==> config.mk <==
export PLATFORM = sky130hd
export DESIGN_NAME = glyph_fetch
export DESIGN_NICKNAME = d
export VERILOG_FILES = /design/src/rtl/glyph_fetch.sv
export SDC_FILE = /design/constraint.sdc
export NUM_CORES = 1
export LEC_CHECK = 0
export BUFFER_PORTS_ARGS = -buffer_cell sky130_fd_sc_hd__buf_4
export CAP_MARGIN = 0
export CORE_AREA = 5 5 107 79
export DETAILED_ROUTE_END_ITERATION = 6
export DIE_AREA = 0 0 112 84
export HOLD_SLACK_MARGIN = 0.15
export PLACE_DENSITY_LB_ADDON = 0.25
export SLEW_MARGIN = 40
export SYNTH_ARGS = -nofsm -noshare
export SYNTH_HDL_FRONTEND = slang
export SYNTH_SLANG_ARGS = --single-unit
==> constraint.sdc <==
create_clock -name clk -period 2.03 [get_ports clk]
set_input_delay 0.609 -clock clk [delete_from_list [all_inputs] [get_ports clk]]
set_output_delay 0.609 -clock clk [all_outputs]
set_load 0.05 [all_outputs]
==> src/rtl/glyph_fetch.sv <==
// Tile/glyph renderer feeding BitGen: 3-step pixel pipeline from VGA counts to an RGB332 pixel,
// with the counts and bright flag delayed so they stay aligned with pixelData.
module glyph_fetch #(
   parameter int unsigned COLS = 40,
   parameter int unsigned ROWS = 30,
   parameter int unsigned HVID = 640,
   parameter int unsigned VVID = 480,
   parameter int unsigned LAT  = 3
) (
   input  logic        clk,
   input  logic        rst_n,
   input  logic        pix_en,
   input  logic [9:0]  hCount,
   input  logic [9:0]  vCount,
   input  logic        bright_in,
   output logic [10:0] tile_addr,
   input  logic [7:0]  tile_data,
   output logic [8:0]  glyph_addr,
   input  logic [15:0] glyph_row,
   output logic [7:0]  pixelData,
   output logic [9:0]  hCount_out,
   output logic [9:0]  vCount_out,
   output logic        bright_out
);

   localparam int unsigned CNT_W  = 10;
   localparam int unsigned ADDR_W = 11;

   // The shift-add tile multiply and the stage count are built for this geometry only.
   if (COLS != 40 || ROWS != 30 || LAT != 3) begin : g_param_check
      $error("glyph_fetch supports only COLS=40, ROWS=30, LAT=3");
   end

   logic [CNT_W-1:0]  h_s0, v_s0, h_s1, v_s1;
   logic              bright_s0, bright_s1, vis_s0, vis_s1;
   logic [2:0]        colour_s1;
   logic              vis_c;
   logic [ADDR_W-1:0] tile_addr_c;
   logic              bit_c;
   logic [7:0]        pal_c;
   logic [7:0]        pix_c;

   // Stage 0 address: row*40 + col, with blanking forced to address 0.
   always_comb begin
      vis_c       = (hCount < CNT_W'(HVID)) && (vCount < CNT_W'(VVID));
      tile_addr_c = '0;
      if (vis_c) begin
         tile_addr_c = (ADDR_W'(vCount[9:4]) << 5) + (ADDR_W'(vCount[9:4]) << 3)
                     + ADDR_W'(hCount[9:4]);
      end
   end

   always_comb begin
      pal_c = 8'h00;
      case (colour_s1)
         3'd0: pal_c = 8'h00;
         3'd1: pal_c = 8'h03;
         3'd2: pal_c = 8'h1C;
         3'd3: pal_c = 8'h1F;
         3'd4: pal_c = 8'hE0;
         3'd5: pal_c = 8'hE3;
         3'd6: pal_c = 8'hFC;
         3'd7: pal_c = 8'hFF;
         default: pal_c = 8'h00;
      endcase
   end

   // Bit 15 is the leftmost pixel, so column x selects bit 15-x, i.e. the inverted nibble.
   always_comb begin
      bit_c = glyph_row[~h_s1[3:0]];
      pix_c = (vis_s1 && bright_s1 && bit_c) ? pal_c : 8'h00;
   end

   always_ff @(posedge clk or negedge rst_n) begin
      if (!rst_n) begin
         tile_addr  <= '0;
         h_s0       <= '0;
         v_s0       <= '0;
         bright_s0  <= 1'b0;
         vis_s0     <= 1'b0;
         glyph_addr <= '0;
         colour_s1  <= '0;
         h_s1       <= '0;
         v_s1       <= '0;
         bright_s1  <= 1'b0;
         vis_s1     <= 1'b0;
         pixelData  <= '0;
         hCount_out <= '0;
         vCount_out <= '0;
         bright_out <= 1'b0;
      end else if (pix_en) begin
         tile_addr  <= tile_addr_c;
         h_s0       <= hCount;
         v_s0       <= vCount;
         bright_s0  <= bright_in;
         vis_s0     <= vis_c;

         glyph_addr <= {tile_data[4:0], v_s0[3:0]};
         colour_s1  <= tile_data[7:5];
         h_s1       <= h_s0;
         v_s1       <= v_s0;
         bright_s1  <= bright_s0;
         vis_s1     <= vis_s0;

         pixelData  <= pix_c;
         hCount_out <= h_s1;
         vCount_out <= v_s1;
         bright_out <= bright_s1;
      end
   end

endmodule

# Yosys cells after proc, flatten, opt, wreduce, memory -nomap -nowiden
# Memories as Yosys holds them, arrays and structs flattened.
# Index checks and enable logic that the tools add are counted.
# W data, S select, Z words.
[op_classes]
addsub = 2
magnitude_cmp = 3
n_mux = 4
bitwise = 1
reduce_logical = 3
[op_table]
columns = ["op", "n"]
rows = [
  ["$add A11 B6 Y11", 1],
  ["$add A11 B9 Y11", 1],
  ["$mux W11", 1],
  ["$lt A10 B10 Y1 const B", 1],
  ["$lt A10 B9 Y1 const B", 1],
  ["$mux W8", 1],
  ["$lt A4 B5 Y1 const B", 1],
  ["$bmux W1 S4", 1],
  ["$not A4 Y4", 1],
  ["$logic_and A1 B1 Y1", 3],
  ["$mux W1", 1],
]
[totals]
ff_bits = 96
rom_bits = 64
input_bits = 48
output_inout_bits = 49
wordCells = 29
memories = 1
[memory_table]
columns = ["memory", "depth", "word_bits", "read_ports", "rd_clocked_by_memory_dff", "wr", "line", "rtl"]
rows = [
  ["(name not given)", 8, 8, 1, 0, 0, "55", "case (colour_s1)"],
]

# Longest topological paths before layout
# Gate-level depths: netlist of the first run.
[logic_depth]
depth_word = 5
ltp_mapped = 9
mapped_depth_nobuf = 9

# Worst setup path after synthesis of the first run
# Ideal clock, no wire load.
[synth_path]
kind = "input to register"
from = "input port hCount[9]"
to = "register tile_addr[9]"
setup_time_ns = 0.123
t_arrival_ns = 2.221
required_time_ns = 1.907
setup_slack_ns = -0.314
stages = 9
n_path_buf = 0
path_cell_list = "inv_1 > fa_1 > inv_1 > ha_1 > a211oi_1 > o21bai_1 > a21oi_1 > xor2_1 > o2bb2ai_1"
[synth_between]
elab_chain_len = 3
[synth_rtl]
columns = ["element", "line", "rtl"]
rows = [
  ["from (decl)", "13", "input logic [9:0] hCount,"],
  ["$lt A10 B10 Y1", "45", "vis_c = (hCount < CNT_W'(HVID)) && (vCount < CNT_W'(VVID));"],
  ["$logic_and A1 B1 Y1", "45", ""],
  ["$mux W11 (*)", "47", "if (vis_c) begin"],
  ["to (signal assigned)", "92", "tile_addr <= tile_addr_c;"],
  ["to (decl)", "16", "output logic [10:0] tile_addr,"],
]
# Mark *: on every way between the ends. The rest lies on a longest branch, timed or not.
# A chain may end at the register's enable or synchronous reset.

# Final worst setup path of the first run
# Ends and elaborated chain as after synthesis.

==> flow_summary.yaml, run 1 <==
setup_path:
  r2r-start: "h_s1[0]$_DFFE_PN0P_"
  critical_path_class: "in2reg"
  r2r_slack_ns: 0.24
  rr_worst_depth: 5
  cp.required_ns: 2.27
  path_delay_family: "adder cells"
  critPathArrivalTime_ns: 2.30
  worstSetupEndpointType: "flip-flop"
  critPathBufInv: 3
  worstSetupStartpointType: "input pin"
  r2r-end: "pixelData[4]$_DFFE_PN0P_"
  critPathMaxStageDelay_ns: 0.57
  cpMaxStageDelayCell: "fa_1"
  path_cells: "buf_8 > inv_4 > fa_1 > inv_2 > ha_4 > a211oi_2 > o21bai_1 > a21oi_2 > xor2_1 > o2bb2ai_1"
  crit_fanout: 2
detailed_routing:
  dr.first_iter.drc_count: 69
  wl_per_cell_um: 15.35
  vias: 2461
  viasPerCell: 5.053
  drc: 0
  first_pass_iters: 4
  ant_nets: 0
  wl_mm: 7.475
placement:
  port_buffers: 96
  placedCellCount: 468
  gp_congestion: 0.8704
  dp.final_hpwl_mm: 5.692
  placed_cell_area_mm2: 0.004733
worst_hold_path:
  holdPathStages: 2
  min_path_type: "in2reg"
  worstHoldStart: "vCount[2]"
  hold_path_end: "v_s0[2]$_DFFE_PN0P_"
synthesis:
  syn_inst: 267
  synthTopCellsByArea: "dfrtp_1 (58%), mux2_2 (21%), ha_1 (3.7%), o2bb2ai_1 (2.3%), buf_4 (1.8%)"
  synth_top_area_share_pct: 57.90
  synth.distinct_cells: 33
  synth_edf_count: 0
  ys.flop_type: "dfrtp_1"
  ys_seq_area_share_pct: 57.90
  async_flop_share_pct: 100.0
  netlist_area_mm2: 0.003760
  synth_nets: 328
  synth_top_cell_by_area: "dfrtp_1"
  syn_area_per_cell_um2: 14.08
  ys_warn_count: 0
  ys_ff_latch: 87
timing:
  finalSetupTns_ns: -0.03223
  fin_skew_ns: 0.004728
  hold_violations: 0
  tightest_slew_ns: 0.3496
  maxSlewHeadroom_pct: 76.69
  fin_crit_ns: 2.062
  drv_slew: 0
  fin_ws_ns: -0.03223
  setup_viol: 1
  rsz0062_at_grt: "yes"
  finalCritPeriodShare_pct: 101.6
  fmax_mhz: 484.9
clock_tree:
  clkTransAtPathRegs_ns: 0.09
  clockRootBuffer: "clkbuf_8"
  cts_tree: "built"
  clockBufferDepth: 2
  h-tree-depth: 3
  clk-insertion-delay-late_ns: 0.35
  numCtsBuffers: 9
  clock-sinks: 87
global_route:
  gr-total-overflow: 0
  met2_usage_pct: 23.88
  grt_busiest_layer: "met1"
  antenna_found_initial: 0
  grtUsageMet1_pct: 23.91
  grt_pass1_wl_mm: 12.52
  globalRouteMet3Util_pct: 5.942
  grt_start_max_net_pins: 41
  grt_pass1_vias: 2479
  track_usage_pct: 16.64
die:
  fp.coreArea_mm2: 0.007466
  ios: 97
  num_rows: 27
  die-area_mm2: 0.009408
  start_util_pct: 50.36
  die_h_um: 84
  fp.dieW_um: 112
power_and_ir_drop:
  leakagePower_uw: 0.002345
  power_density_mw_per_mm2: 935.0
  finalPower_uw: 4657
  ir_worst_vdd_uv: 520.5
layout:
  drive_gt1_share_pct: 57.77
  nets: 442
  fill_cells: 580
  diodes: 0
  area_growth_pct: 32.48
  fin_cells: 487
  final_util_pct: 66.72
  design_area_mm2: 0.004981
run_status:
  violations: "setup timing"
  outcome: "finished, violations left"
job:
  maxCapViolations: 0
[cells by family after synthesis]
| logic type | Yosys count | synth area share, % |
|---|---|---|
| AO/OA/AOI/OAI | 34 | 6.323 |
| XOR/XNOR | 3 | 0.6990 |
| adder cells (fa/ha/maj) | 13 | 4.725 |
| buffers and inverters | 33 | 4.625 |
| flip-flops | 87 | 57.90 |
| multiplexers | 74 | 22.70 |
| AND/OR/NAND/NOR | 23 | 3.029 |
[state kept, by name (all words and copies together), names as in the netlist, 3 cells and up]
name        count
v_s0           10
tile_addr      11
h_s0           10
colour_s1       3
pixelData       3
hCount_out     10
h_s1           10
v_s1            6
glyph_addr      9
vCount_out     10
[stage by stage]
step                      worst slack (ns)  hold slack [ns]
after floorplan                    -0.1402           0.3134
after global routing              -0.07258           0.4634
final                             -0.03223           0.4868
after CTS                         0.003178           0.4678
after global placement             -0.3316           0.4605
after detailed placement           -0.3880           0.4660
[final cells by class]
type | count | area [µm²] | area share [%]
Clock buffer | 9 | 123.9 | 2.487
Clock inverter | 7 | 78.83 | 1.583
Inverter | 13 | 58.81 | 1.181
Multi-Input combinational cell | 147 | 1441 | 28.94
Sequential cell | 87 | 2177 | 43.71
Tap cell | 101 | 126.4 | 2.537
Timing Repair Buffer | 123 | 974.7 | 19.57
[timing repair]
| action | CTS | global route |
|---|---|---|
| endpoints found under the hold margin | 18 | 0 |
| buffers inserted | 1 | 1 |
| setup endpoints to repair | 1 | 3 |
| hold buffers | 1 | 0 |
| cloned | 0 | 0 |
| pin swaps | 2 | 6 |
| gates resized for setup | 0 | 8 |
[cells in the mapped netlist, types with 2 or more instances]
master	number
a211oi_1	2
nand2b_1	2
a21oi_1	4
fa_1	2
xor2_1	2
ha_1	11
mux2i_1	2
mux2_2	70
o21ai_0	10
nor2_1	2
inv_1	13
dfrtp_1	87
buf_2	7
nand2_1	9
a22o_1	3
buf_4	9
mux4_2	2
clkbuf_1	3
o2bb2ai_1	10
nand3_1	2
nand4_1	2
o21bai_1	2
[power breakdown]
group	internal [µW]	switching, µW
combinational	551	786
clock	583	632
sequential	1960	146
[metal layers]
metal / part of all wire [%] / up-vias
met3: 6.8 / 5
li1: - / 1169
met2: 45 / 65
met5: 0 / -
met1: 48 / 1222
met4: 0.83 / 0
[how the worst max path moves through the flow]
stage	startpoint	slack, ns	endpoint	cells after the start
finish	hCount[9]	-0.03	tile_addr[9]$_DFFE_PN0P_	10
global route	hCount[9]	-0.07	tile_addr[9]$_DFFE_PN0P_	10
CTS	hCount[9]	0.003	tile_addr[9]$_DFFE_PN0P_	10
detailed placement	vCount[6]	-0.39	tile_addr[9]$_DFFE_PN0P_	10
global placement	vCount[6]	-0.33	tile_addr[9]$_DFFE_PN0P_	10
floorplan	vCount[6]	-0.14	tile_addr[9]$_DFFE_PN0P_	9
[cells in the final DEF (no fill, tap or decap), types with 3 or more instances in the layout]
| master | n |
|---|---|
| ha_1 | 9 |
| clkbuf_8 | 9 |
| buf_4 | 117 |
| nand2_1 | 9 |
| inv_1 | 9 |
| dfrtp_1 | 87 |
| a22o_1 | 3 |
| mux2_2 | 70 |
| buf_12 | 3 |
| o2bb2ai_1 | 10 |
| o21ai_0 | 9 |
(Power assumes the default switching activity.)
==> inputs of run 2 (changes only) <==
SETUP_SLACK_MARGIN = 0.15   (was default)
==> flow_summary.yaml, run 2 (synthesis gave the netlist of run 1 again) <==
run_status:
  outcome: "complete, no violations"
clock_tree:
  clock-sinks: 87
  h-tree-depth: 3
  clkTransAtPathRegs_ns: 0.09
  cts_setup_buffers: 0
  cts_tree: "built"
  clockRootBuffer: "clkbuf_8"
  clockBufferDepth: 2
  numCtsBuffers: 9
  clk-insertion-delay-late_ns: 0.35
setup_path:
  critPathArrivalTime_ns: 2.24
  crit_fanout: 2
  worstSetupEndpointType: "flip-flop"
  critPathMaxStageDelay_ns: 0.60
  path_cells: "buf_8 > inv_8 > fa_2 > inv_2 > ha_4 > a211oi_2 > o21bai_1 > a21oi_1 > xor2_1 > o2bb2ai_1"
  cp.required_ns: 2.28
  cpMaxStageDelayCell: "fa_2"
  worstSetupStartpointType: "input pin"
  critical_path_class: "in2reg"
placement:
  gp_congestion: 0.8430
  port_buffers: 96
  dp.final_hpwl_mm: 5.731
  placed_cell_area_mm2: 0.004711
power_and_ir_drop:
  leakagePower_uw: 0.002328
  ir_worst_vdd_uv: 531.7
  power_density_mw_per_mm2: 927.9
detailed_routing:
  drc: 0
  first_pass_iters: 4
  viasPerCell: 5.089
  wl_per_cell_um: 15.72
  ant_nets: 0
  wl_mm: 7.577
  vias: 2453
  dr.first_iter.drc_count: 73
layout:
  drive_gt1_share_pct: 58.79
  design_area_mm2: 0.005002
  nets: 437
  area_growth_pct: 33.04
  final_cell_mix: "buf_4 (110), dfrtp_1 (86), mux2_2 (70)"
  largest_reg_flops: 11
  final_common_cell: "buf_4"
  fill_cells: 590
  top_register: "tile_addr"
  diodes: 0
timing:
  drv_slew: 0
  hold_violations: 0
  maxSlewHeadroom_pct: 80.65
  fmax_mhz: 502.6
  rsz0062_at_grt: "yes"
  tightest_slew_ns: 0.2857
  fin_crit_ns: 1.990
  finalCritPeriodShare_pct: 98.02
  whs_ns: 0.4795
  fin_skew_ns: 0.005089
  setup_viol: 0
global_route:
  grt_pass1_vias: 2597
  antenna_found_initial: 0
  track_usage_pct: 17.39
  grt_start_max_net_pins: 38
  grt_pass1_wl_mm: 12.94
  gr-total-overflow: 0
die:
  num_rows: 27
  fp.dieW_um: 112
  fp.coreArea_mm2: 0.007466
  die-area_mm2: 0.009408
  die_h_um: 84
  ios: 97
  start_util_pct: 50.36
job:
  maxCapViolations: 0
worst_hold_path:
  min_path_type: "in2reg"
-- run 2: changes by cell type in the layout (fill, tap and decap cells not counted), moves of 2 or more --
cell        before  now
clkinvlp_4       2    4
buf_4          117  110
ha_4             1    3
inv_6            2    0
-- run 2: final timing paths --
check	slack [ns]	from	endpoint	cells after the start
worst max-delay path	0.04	vCount[6]	tile_addr[9]$_DFFE_PN0P_	10
max in group asynchronous	0.82	rst_n	v_s0[6]$_DFFE_PN0P_	3
worst min register to register	0.50	h_s0[2]$_DFFE_PN0P_	h_s1[2]$_DFFE_PN0P_	2
min in group asynchronous	0.66	rst_n	hCount_out[0]$_DFFE_PN0P_	2
worst max register to register	0.33	h_s1[0]$_DFFE_PN0P_	pixelData[4]$_DFFE_PN0P_	5
worst min-delay path	0.48	vCount[3]	v_s0[3]$_DFFE_PN0P_	2
-- run 2: final cells by class --
type,instances,area [µm²],area share [%]
multi-input combinational,147,1493,29.84
clock buffer,9,123.9,2.476
sequential,87,2178,43.55
timing repair buffer,118,948.4,18.96
inverter,13,58.81,1.176
clock inverter,7,73.82,1.476
tap,101,126.4,2.526
-- run 2: critical path, delay by kind of cell --
kind	cells	cell delay, ns
adder cells (fa/ha/maj)	2	0.81
AO/OA/AOI/OAI	4	0.48
buffers and inverters	3	0.17
XOR/XNOR	1	0.16
-- run 2: per-stage QoR --
stage	setup TNS [ns]	cells	setup WS (ns)	power [µW]	utilization [%]
3_3_place_gp	-1.244	465	-0.3358	3439	63.10
3_5_place_dp	-1.704	465	-0.3980	3480	63.10
2_1_floorplan	-0.2241	267	-0.1402	3003	-
4_1_cts	0	482	0.04627	4681	66.52
6_report	0	482	0.04018	4642	67.00
5_1_grt	-0.002255	482	-0.002255	4888	67.00
-- run 2: what timing repair did --
| action | in CTS | in global routing |
|---|---|---|
| pin swaps | 6 | 2 |
| hold endpoints to repair | 15 | 0 |
| endpoints found under the setup margin | 5 | 8 |
| hold buffers | 1 | 0 |
| resized for setup | 11 | 10 |
-- run 2: report_power, final --
part           switching (µW)  internal [µW]  total, µW
logic                     794            561       1360
clock network             614            567       1180
registers                 145           1960       2110
-- run 2: layer usage --
layer	routed length [µm]	global-route usage, %
met1	3398	23.07
met2	3566	27.09
met3	513	5.580
met4	99	6.004
met5	0	0
==> inputs of run 3 (changes only) <==
RECOVER_POWER = 50   (was default)
==> flow_summary.yaml, run 3 (synthesis gave the netlist of run 1 again) <==
clock_tree:
  clockRootBuffer: "clkbuf_8"
  clock-sinks: 87
  clk-insertion-delay-late_ns: 0.35
  numCtsBuffers: 9
  cts_tree: "built"
  cts_setup_buffers: 0
  h-tree-depth: 3
  clkTransAtPathRegs_ns: 0.09
  clockBufferDepth: 2
setup_path:
  startpoint: "vCount[6]"
  r2r-start: "h_s1[0]$_DFFE_PN0P_"
  critPathMaxStageDelay_ns: 0.59
  cpMaxStageDelayCell: "fa_2"
  path_cells: "buf_8 > inv_8 > fa_2 > inv_2 > ha_4 > a211oi_2 > o21bai_1 > a21oi_1 > xor2_1 > o2bb2ai_1"
  r2r-end: "pixelData[4]$_DFFE_PN0P_"
  r2r_slack_ns: 0.33
  rr_worst_depth: 5
  cp.required_ns: 2.27
  worstSetupStartpointType: "input pin"
  crit_fanout: 2
  worstSetupEndpointType: "flip-flop"
  critical_path_class: "in2reg"
  critPathArrivalTime_ns: 2.23
worst_hold_path:
  worstHoldStart: "vCount[3]"
  min_path_type: "in2reg"
  hold_path_end: "v_s0[3]$_DFFE_PN0P_"
  holdPathStages: 2
detailed_routing:
  viasPerCell: 5.095
  first_pass_iters: 4
  route.top_layer_used: "met4"
  wl_mm: 7.587
  wl_met2_mm: 3.595
  routed-wl-met3_um: 472
  vias: 2456
  wl_per_cell_um: 15.74
  drc: 0
  ant_nets: 0
  dr.first_iter.drc_count: 72
  wl_met1_mm: 3.420
layout:
  final_common_cell: "buf_4"
  area_growth_pct: 31.65
  final_util_pct: 66.30
  top_register: "tile_addr"
  diodes: 0
  fill_cells: 596
  nets: 437
  drive_gt1_share_pct: 58.27
  final_cell_mix: "buf_4 (108), dfrtp_1 (86), mux2_2 (70)"
  largest_reg_flops: 11
timing:
  rsz0062_at_grt: "yes"
  drv_slew: 0
  tightest_slew_ns: 0.7907
  finalCritPeriodShare_pct: 98.02
  fin_crit_ns: 1.990
  hold_violations: 0
  setup_viol: 0
  maxSlewHeadroom_pct: 47.29
  fin_skew_ns: 0.005294
  finalSetupTns_ns: 0
  fmax_mhz: 502.6
  fin_ws_ns: 0.04018
placement:
  port_buffers: 96
  dp.final_hpwl_mm: 5.731
  place_ws_ns: -0.3980
  gp_congestion: 0.8430
die:
  fp.coreArea_mm2: 0.007466
  fp.dieW_um: 112
  num_rows: 27
  die-area_mm2: 0.009408
  ios: 97
  die_h_um: 84
  start_util_pct: 50.36
global_route:
  antenna_found_initial: 0
  grt_pass1_vias: 2597
  grt_start_max_net_pins: 38
  grt_pass1_wl_mm: 12.94
  track_usage_pct: 17.39
  gr-total-overflow: 0
job:
  maxCapViolations: 0
power_and_ir_drop:
  leakagePower_uw: 0.002305
  power_density_mw_per_mm2: 935.2
  ir_worst_vdd_uv: 531.6
run_status:
  outcome: "complete, no violations"
==> run 3: final cells by class <==
class | count | area, µm² | area share [%]
clock inverters | 7 | 73.82 | 1.491
repair buffers | 118 | 895.9 | 18.10
inverters | 13 | 58.81 | 1.188
well taps | 101 | 126.4 | 2.553
flip-flops and latches | 87 | 2178 | 44.01
clock buffers | 9 | 123.9 | 2.503
multi-input cells | 147 | 1493 | 30.16
==> run 3: repair_timing <==
action                                 CTS  global route
setup endpoints to repair                5             8
gates resized for setup                 11            10
endpoints found under the hold margin   15             0
pin swaps                                6             2
hold buffers                             1             0
==> run 3: worst max-delay path, delay by kind of cell <==
kind / cells / cell delay (ns)
adders and majority gates: 2 / 0.80
AOI/OAI and AO/OA: 4 / 0.48
buffers and inverters: 3 / 0.17
xor gates and xnor gates: 1 / 0.16
==> run 3: per-stage QoR <==
| stage | total power [µW] | instances | instance area [µm²] | hold slack [ns] |
|---|---|---|---|---|
| 2_1_floorplan | 3003 | 267 | 3794 | 0.3134 |
| 3_3_place_gp | 3439 | 465 | 4711 | 0.4568 |
| 3_5_place_dp | 3480 | 465 | 4711 | 0.4765 |
| 4_1_cts | 4681 | 482 | 4966 | 0.4611 |
| 5_1_grt | 4875 | 482 | 4950 | 0.4586 |
| 6_report | 4629 | 482 | 4950 | 0.4798 |
==> run 3: worst max-delay path by stage <==
| stage | end | slack, ns |
|---|---|---|
| floorplan | tile_addr[9]$_DFFE_PN0P_ | -0.14 |
| global placement | tile_addr[9]$_DFFE_PN0P_ | -0.34 |
| detailed placement | tile_addr[9]$_DFFE_PN0P_ | -0.40 |
| CTS | tile_addr[9]$_DFFE_PN0P_ | 0.05 |
| global route | tile_addr[9]$_DFFE_PN0P_ | -0.002 |
| finish | tile_addr[9]$_DFFE_PN0P_ | 0.04 |
==> run 3: routing by layer <==
layer  global-route usage, %  up-vias
li1                        -     1158
met3                   5.580       12
met1                   23.07     1217
met2                   27.09       69
met4                   6.004        0
met5                       0        -
==> run 3: power breakdown <==
group | switching, µW | internal, µW
registers | 145 | 1960
clock network | 614 | 567
logic | 793 | 550
total | 1550 | 3080
